## src/rtl/seq_match_monitor_if.sv

```systemverilog
`default_nettype none
// ============================================================================
// Module   : seq_match_monitor_if
// Brief    : Detection/status bundle between the sequence detector side and
//            seq_match_monitor. min_gap exists only with SEQ_MON_GAP_EN.
// Revision : 1.0 - initial release
// ============================================================================
interface seq_match_monitor_if #(
    parameter int CNT_W = 8
);
    logic             match;
    logic             clr;
    logic [CNT_W-1:0] total_cnt;
    logic [CNT_W-1:0] win_cnt;
    logic             burst;
    logic [1:0]       state;
`ifdef SEQ_MON_GAP_EN
    logic [CNT_W-1:0] min_gap;

    modport master (output match, clr, input total_cnt, win_cnt, burst, state, min_gap);
    modport slave  (input match, clr, output total_cnt, win_cnt, burst, state, min_gap);
`else
    modport master (output match, clr, input total_cnt, win_cnt, burst, state);
    modport slave  (input match, clr, output total_cnt, win_cnt, burst, state);
`endif
endinterface
`default_nettype wire

```

## src/rtl/seq_match_monitor.sv

```systemverilog
`default_nettype none
// ============================================================================
// Module   : seq_match_monitor
// Brief    : Counts detector pulses, tracks a fixed observation window and
//            raises a sticky burst alarm. SEQ_MON_GAP_EN adds min_gap tracking.
// Revision : 1.0 - initial release
// ============================================================================
module seq_match_monitor #(
    parameter int CNT_W    = 8,
    parameter int WIN_LEN  = 16,
    parameter int BURST_TH = 3
) (
    input  logic               clk,
    input  logic               rst,
    seq_match_monitor_if.slave bus
);

    typedef enum logic [1:0] {
        S_IDLE   = 2'd0,
        S_WINDOW = 2'd1,
        S_ALARM  = 2'd2
    } state_t;

    localparam logic [CNT_W-1:0] C_MAX      = '1;
    localparam logic [CNT_W-1:0] C_ONE      = CNT_W'(1);
    localparam logic [CNT_W-1:0] C_WIN_LAST = CNT_W'(WIN_LEN - 1);
    localparam logic [CNT_W-1:0] C_BURST_TH = CNT_W'(BURST_TH);

    state_t           r_state;
    logic [CNT_W-1:0] r_total_cnt;
    logic [CNT_W-1:0] r_win_cnt;
    logic [CNT_W-1:0] r_timer;
    logic             r_burst;

    logic             w_accept;
    logic [CNT_W-1:0] w_win_inc;

    // clr shadows match in the same cycle
    assign w_accept  = bus.match & ~bus.clr;
    assign w_win_inc = (r_win_cnt == C_MAX) ? r_win_cnt : r_win_cnt + C_ONE;

    always_ff @(posedge clk) begin
        if (rst || bus.clr) begin
            r_total_cnt <= '0;
        end else if (w_accept && (r_total_cnt != C_MAX)) begin
            r_total_cnt <= r_total_cnt + C_ONE;
        end
    end

    always_ff @(posedge clk) begin
        if (rst || bus.clr) begin
            r_state   <= S_IDLE;
            r_win_cnt <= '0;
            r_timer   <= '0;
            r_burst   <= 1'b0;
        end else begin
            case (r_state)
                S_IDLE: begin
                    if (w_accept) begin
                        r_win_cnt <= C_ONE;
                        r_timer   <= C_WIN_LAST;
                        if (BURST_TH == 1) begin
                            r_state <= S_ALARM;
                            r_burst <= 1'b1;
                        end else if (WIN_LEN != 1) begin
                            r_state <= S_WINDOW;
                        end
                    end
                end
                S_WINDOW: begin
                    r_timer <= r_timer - C_ONE;
                    if (w_accept) begin
                        r_win_cnt <= w_win_inc;
                    end
                    // Threshold wins over expiry when both land on the last cycle
                    if (w_accept && (w_win_inc >= C_BURST_TH)) begin
                        r_state <= S_ALARM;
                        r_burst <= 1'b1;
                    end else if (r_timer == C_ONE) begin
                        r_state <= S_IDLE;
                    end
                end
                S_ALARM: begin
                    r_burst <= 1'b1;
                end
                default: begin
                    r_state <= S_IDLE;
                end
            endcase
        end
    end

    assign bus.total_cnt = r_total_cnt;
    assign bus.win_cnt   = r_win_cnt;
    assign bus.burst     = r_burst;
    assign bus.state     = r_state;

`ifdef SEQ_MON_GAP_EN
    logic [CNT_W-1:0] r_gap;
    logic [CNT_W-1:0] r_min_gap;
    logic             r_seen;

    // r_gap equals the distance to the previous accepted match on the match cycle
    always_ff @(posedge clk) begin
        if (rst || bus.clr) begin
            r_gap     <= '0;
            r_min_gap <= '1;
            r_seen    <= 1'b0;
        end else begin
            if (w_accept) begin
                r_gap  <= C_ONE;
                r_seen <= 1'b1;
                if (r_seen && (r_gap < r_min_gap)) begin
                    r_min_gap <= r_gap;
                end
            end else if (r_gap != C_MAX) begin
                r_gap <= r_gap + C_ONE;
            end
        end
    end

    assign bus.min_gap = r_min_gap;
`endif

endmodule
`default_nettype wire

```

## src/flat_wrapper.sv

```systemverilog
// flat-port wrapper written by rule: the top's interface ports become plain ports
module seq_match_monitor_flat 
#(
    parameter int CNT_W    = 8,
    parameter int WIN_LEN  = 16,
    parameter int BURST_TH = 3
)
  (clk, rst, bus_match, bus_clr, bus_total_cnt, bus_win_cnt, bus_burst, bus_state);
  seq_match_monitor_if #(.CNT_W(CNT_W)) bus_i ();
  input  logic clk;
  input  logic rst;
  input wire logic [$bits(bus_i.match)-1:0] bus_match;
  input wire logic [$bits(bus_i.clr)-1:0] bus_clr;
  output wire logic [$bits(bus_i.total_cnt)-1:0] bus_total_cnt;
  output wire logic [$bits(bus_i.win_cnt)-1:0] bus_win_cnt;
  output wire logic [$bits(bus_i.burst)-1:0] bus_burst;
  output wire logic [$bits(bus_i.state)-1:0] bus_state;
  assign bus_i.match = bus_match;
  assign bus_i.clr = bus_clr;
  assign bus_total_cnt = bus_i.total_cnt;
  assign bus_win_cnt = bus_i.win_cnt;
  assign bus_burst = bus_i.burst;
  assign bus_state = bus_i.state;
  seq_match_monitor #(.CNT_W(CNT_W), .WIN_LEN(WIN_LEN), .BURST_TH(BURST_TH)) u_core (.clk(clk), .rst(rst), .bus(bus_i));
endmodule
```

## config.mk

```make
export PLATFORM = sky130hd
export DESIGN_NAME = seq_match_monitor_flat
export DESIGN_NICKNAME = d
export VERILOG_FILES = /design/src/rtl/seq_match_monitor_if.sv /design/src/rtl/seq_match_monitor.sv /design/src/flat_wrapper.sv
export SDC_FILE = /design/constraint.sdc
export NUM_CORES = 1
export LEC_CHECK = 0
export CORE_MARGIN = 2
export CORE_UTILIZATION = 56
export CTS_CLUSTER_DIAMETER = 80
export DETAILED_ROUTE_END_ITERATION = 6
export GPL_TIMING_DRIVEN = 0
export HOLD_SLACK_MARGIN = 0.02
export PLACE_DENSITY_LB_ADDON = 0.25
export SLEW_MARGIN = 30
export SYNTH_ARGS = -nofsm -noshare
export SYNTH_HDL_FRONTEND = slang
export SYNTH_SLANG_ARGS = --single-unit
```

## constraint.sdc

```tcl
create_clock -name clk -period 4.2 [get_ports clk]
set_input_delay 0.42 -clock clk [delete_from_list [all_inputs] [get_ports clk]]
set_output_delay 0.42 -clock clk [all_outputs]
set_load 0.03 [all_outputs]
```

==> results.ini <==
[run_status]
status=complete, no violations

[timing]
max_freq_ghz=0.5041
hold_viol=0
setup_ws_ns=2.216
setup-tns-final_ns=0
clock_skew_ns=0.003512
drv_slew=0
min_period_ns=1.984
period_share=0.4723
maxSlewHeadroom=0.6183
hold_slack_ns=0.5110
tightest_slew_ns=0.5678
rsz0062_at_grt=false
final-setup-viol-count=0

[yosys]
yosysSeqAreaShare=0.3820
ys_ff_latch=27
syn_inst=176
ys_types=40
synth.avg_cell_area_um2=8.040
syn_area_um2=1415
synth_warnings=0
syn_nets=184

[critical_path]
cp-start-kind=flip-flop
cpMaxStageDelayCell=clkdlybuf4s50_1
crit_chain=clkdlybuf4s50_1
crit_type=reg -> out
reg2reg_slack_ns=2.31
reg2reg_depth=7
cp.depth=1
cp-end-kind=primary output
worstReg2RegEnd=u_core.bus.state[0]
critical_path.top_delay_family=buffers and inverters
arrival_ns=1.56
required_ns=3.78
critPathMaxFanout=9
slowest_delay_ns=0.73
path_buf_inv=1
r2r_start=u_core.bus.win_cnt[0]

[clocking]
cts.htree.levels=1
clkLatencyLatePin_ns=0.32
tritoncts=built
path_clk_slew_ns=0.15
numClockSinks=27
cts_root_buf=clkbuf_4
cts_setup_buffers=0
cts-resized-gates=0
hold_buffers=0
cts_buffers=3
clk_path_buf_depth=2

[power_and_ir_drop]
seq_power_share=0.634
p_leak_nw=0.5498
power.total_mw=0.4167
switching_share=0.2508
p_int_mw=0.3121
pwr-share-comb=0.092
pwr_density_cell_nw_per_um2=245.2
switching_power_mw=0.1045
pwr-share-clk=0.274
vdd_drop_max_uv=216.3

[placed_design]
dp_hpwl_mm=2.369
place_congestion=0.8758
place_ws_ns=2.030
io_buffers=22
dpl_cell_area_um2=1673
dpl.cell_count=228

[routing]
avgRoutedWirePerCell_um=13.91
drtIter0Drc=42
via_count=1387
wirelength_mm=3.227
drt_pass1_iterations=4
drcViolationCount=0
vias_per_cell=5.978
antenna_left=0

[floorplan]
core_um2=2432
die-area_um2=2945
pin_count=23
die_w_um=54.27
start_util=0.5818
die_height_um=54.27
rows=18

[grt]
grt_use_met3=0.04098
use_met1=0.3248
antenna_found_initial=0
grt_pass1_wl_mm=5.333
grt_start_max_net_pins=15
met2_usage=0.4056
grtUsageTotal=0.2418
grt_pass1_vias=1183
busiest_layer=met2
grt-ovfl-total=0

[min_path]
hold_start=u_core.bus.burst
min_path_cells=2
hold-path-endpoint=u_core.bus.burst
holdCritPathClass=reg -> reg

[flow_run]
drv_cap=0

[layout]
finalNonFillerCells=232
diodes=0
final_util=0.6986
drive_gt1_frac=0.03960
nNetsFinal=211
design_area_um2=1699
areaGrowthSynthToFinish_pct=20.07

## state kept, by name, summed over array words and instances, names as in the netlist
name / flops
u_core.bus.total_cnt: 8
u_core.bus.win_cnt: 8
u_core.r_timer: 8
u_core.bus.burst: 1
u_core.bus.state: 2
## Yosys cell counts
cell       number  share of area
a211oi_1        8          0.042
nor3_1          7          0.025
nand3_1         7          0.025
nor4b_2         1          0.011
mux2i_1         2          0.014
inv_1           7          0.019
o21ai_0        10          0.035
nor2b_1         4          0.018
a31oi_1         5          0.022
a21o_1          1         0.0053
or2_2           1         0.0044
nand4_1         6          0.027
o211ai_1        1         0.0053
a41oi_1         1         0.0062
and3_1          5          0.022
nand3b_1        1         0.0053
a21oi_1         9          0.032
o2111a_1        1         0.0080
nand2_1         9          0.024
o31ai_1         1         0.0053
xnor2_1         5          0.031
or3_1           2         0.0088
nor2_1         28          0.074
xor2_1          1         0.0062
or3b_1          2          0.012
o21a_1          1         0.0053
clkbuf_1        6          0.016
nor4_1          1         0.0044
a2bb2oi_1       1         0.0062
a311oi_1        1         0.0062
nor4_2          1         0.0088
and2_1          2         0.0088
buf_6           1         0.0080
a22oi_1         1         0.0053
a31o_1          2          0.012
dfxtp_1        27           0.38
ha_1            4          0.035
buf_2           1         0.0035
nand2b_1        1         0.0044
and4_1          1         0.0062
## how the worst max path moves through the flow
stage / from / to / slack (ns)
4_1_cts: u_core.bus.win_cnt[5] / bus_win_cnt[5] / 2.23
6_report: u_core.bus.state[0] / bus_state[0] / 2.22
3_5_place_dp: bus_clr / u_core.bus.win_cnt[3] / 2.03
5_1_grt: u_core.bus.win_cnt[5] / bus_win_cnt[5] / 2.15
2_1_floorplan: u_core.bus.win_cnt[0] / u_core.bus.state[0] / 2.28
3_3_place_gp: bus_match / u_core.bus.win_cnt[3] / 2.06
## layout make-up
| type | instances | area, um2 |
|---|---|---|
| multi-input combinational | 134 | 809.5 |
| fill | 205 | 733.2 |
| sequential | 27 | 540.5 |
| clock buffer | 4 | 26.28 |
| timing repair buffer | 22 | 220.2 |
| buffer | 8 | 38.79 |
| tap | 30 | 37.54 |
| inverter | 7 | 26.28 |
## layout by cell type, fill, tap and decap left out, types with 2 or more instances in the layout
| cell type | synthesis | final |
|---|---|---|
| nor3_1 | 7 | 7 |
| or3b_1 | 2 | 2 |
| clkbuf_4 | 0 | 3 |
| and2_1 | 2 | 2 |
| clkdlybuf4s50_1 | 0 | 22 |
| nand4_1 | 6 | 6 |
| nor2b_1 | 4 | 4 |
| nor2_1 | 28 | 28 |
| ha_1 | 4 | 4 |
| a31o_1 | 2 | 2 |
| or3_1 | 2 | 2 |
| mux2i_1 | 2 | 2 |
| o21ai_0 | 10 | 10 |
| a211oi_1 | 8 | 8 |
| clkbuf_1 | 6 | 7 |
| xnor2_1 | 5 | 5 |
| nand2_1 | 9 | 9 |
| a21oi_1 | 9 | 9 |
| a31oi_1 | 5 | 5 |
| nand3_1 | 7 | 7 |
| dfxtp_1 | 27 | 27 |
| and3_1 | 5 | 5 |
| inv_1 | 7 | 7 |
## worst reg2reg max path, cell delays in order (launching register included)
cell and delay [ns]:
dfxtp_1 0.37, ha_1 0.26, and2_1 0.18, buf_6 0.13, a31o_1 0.20, a31o_1 0.20, and4_1 0.23, o2111a_1 0.24
## layer usage
metal  wire [um]  share of wire
met5           0              0
met4           0              0
met1        1542           0.48
met3         150          0.046
met2        1533           0.48
## power by group through the flow
stage               clock network (mW)  logic [mW]  registers, mW
floorplan                            0      0.0239          0.271
global placement                     0      0.0363          0.269
detailed placement                   0      0.0379          0.270
CTS                              0.114      0.0382          0.264
global route                     0.125      0.0427          0.265
finish                           0.114      0.0383          0.264
## cells by family (layout without fill, tap and decap cells)
| kind of cell | after synthesis | count (layout) | share of synthesized area |
|---|---|---|---|
| adder cells (fa/ha/maj) | 4 | 4 | 0.03537 |
| AND/OR/NAND/NOR | 79 | 79 | 0.2882 |
| XOR/XNOR | 6 | 6 | 0.03713 |
| buffers and inverters | 15 | 41 | 0.04598 |
| flip-flops | 27 | 27 | 0.3820 |
| multiplexers | 2 | 2 | 0.01415 |
| AO/OA/AOI/OAI | 43 | 43 | 0.1972 |
Note: power is estimated with default switching activity, not from simulation.
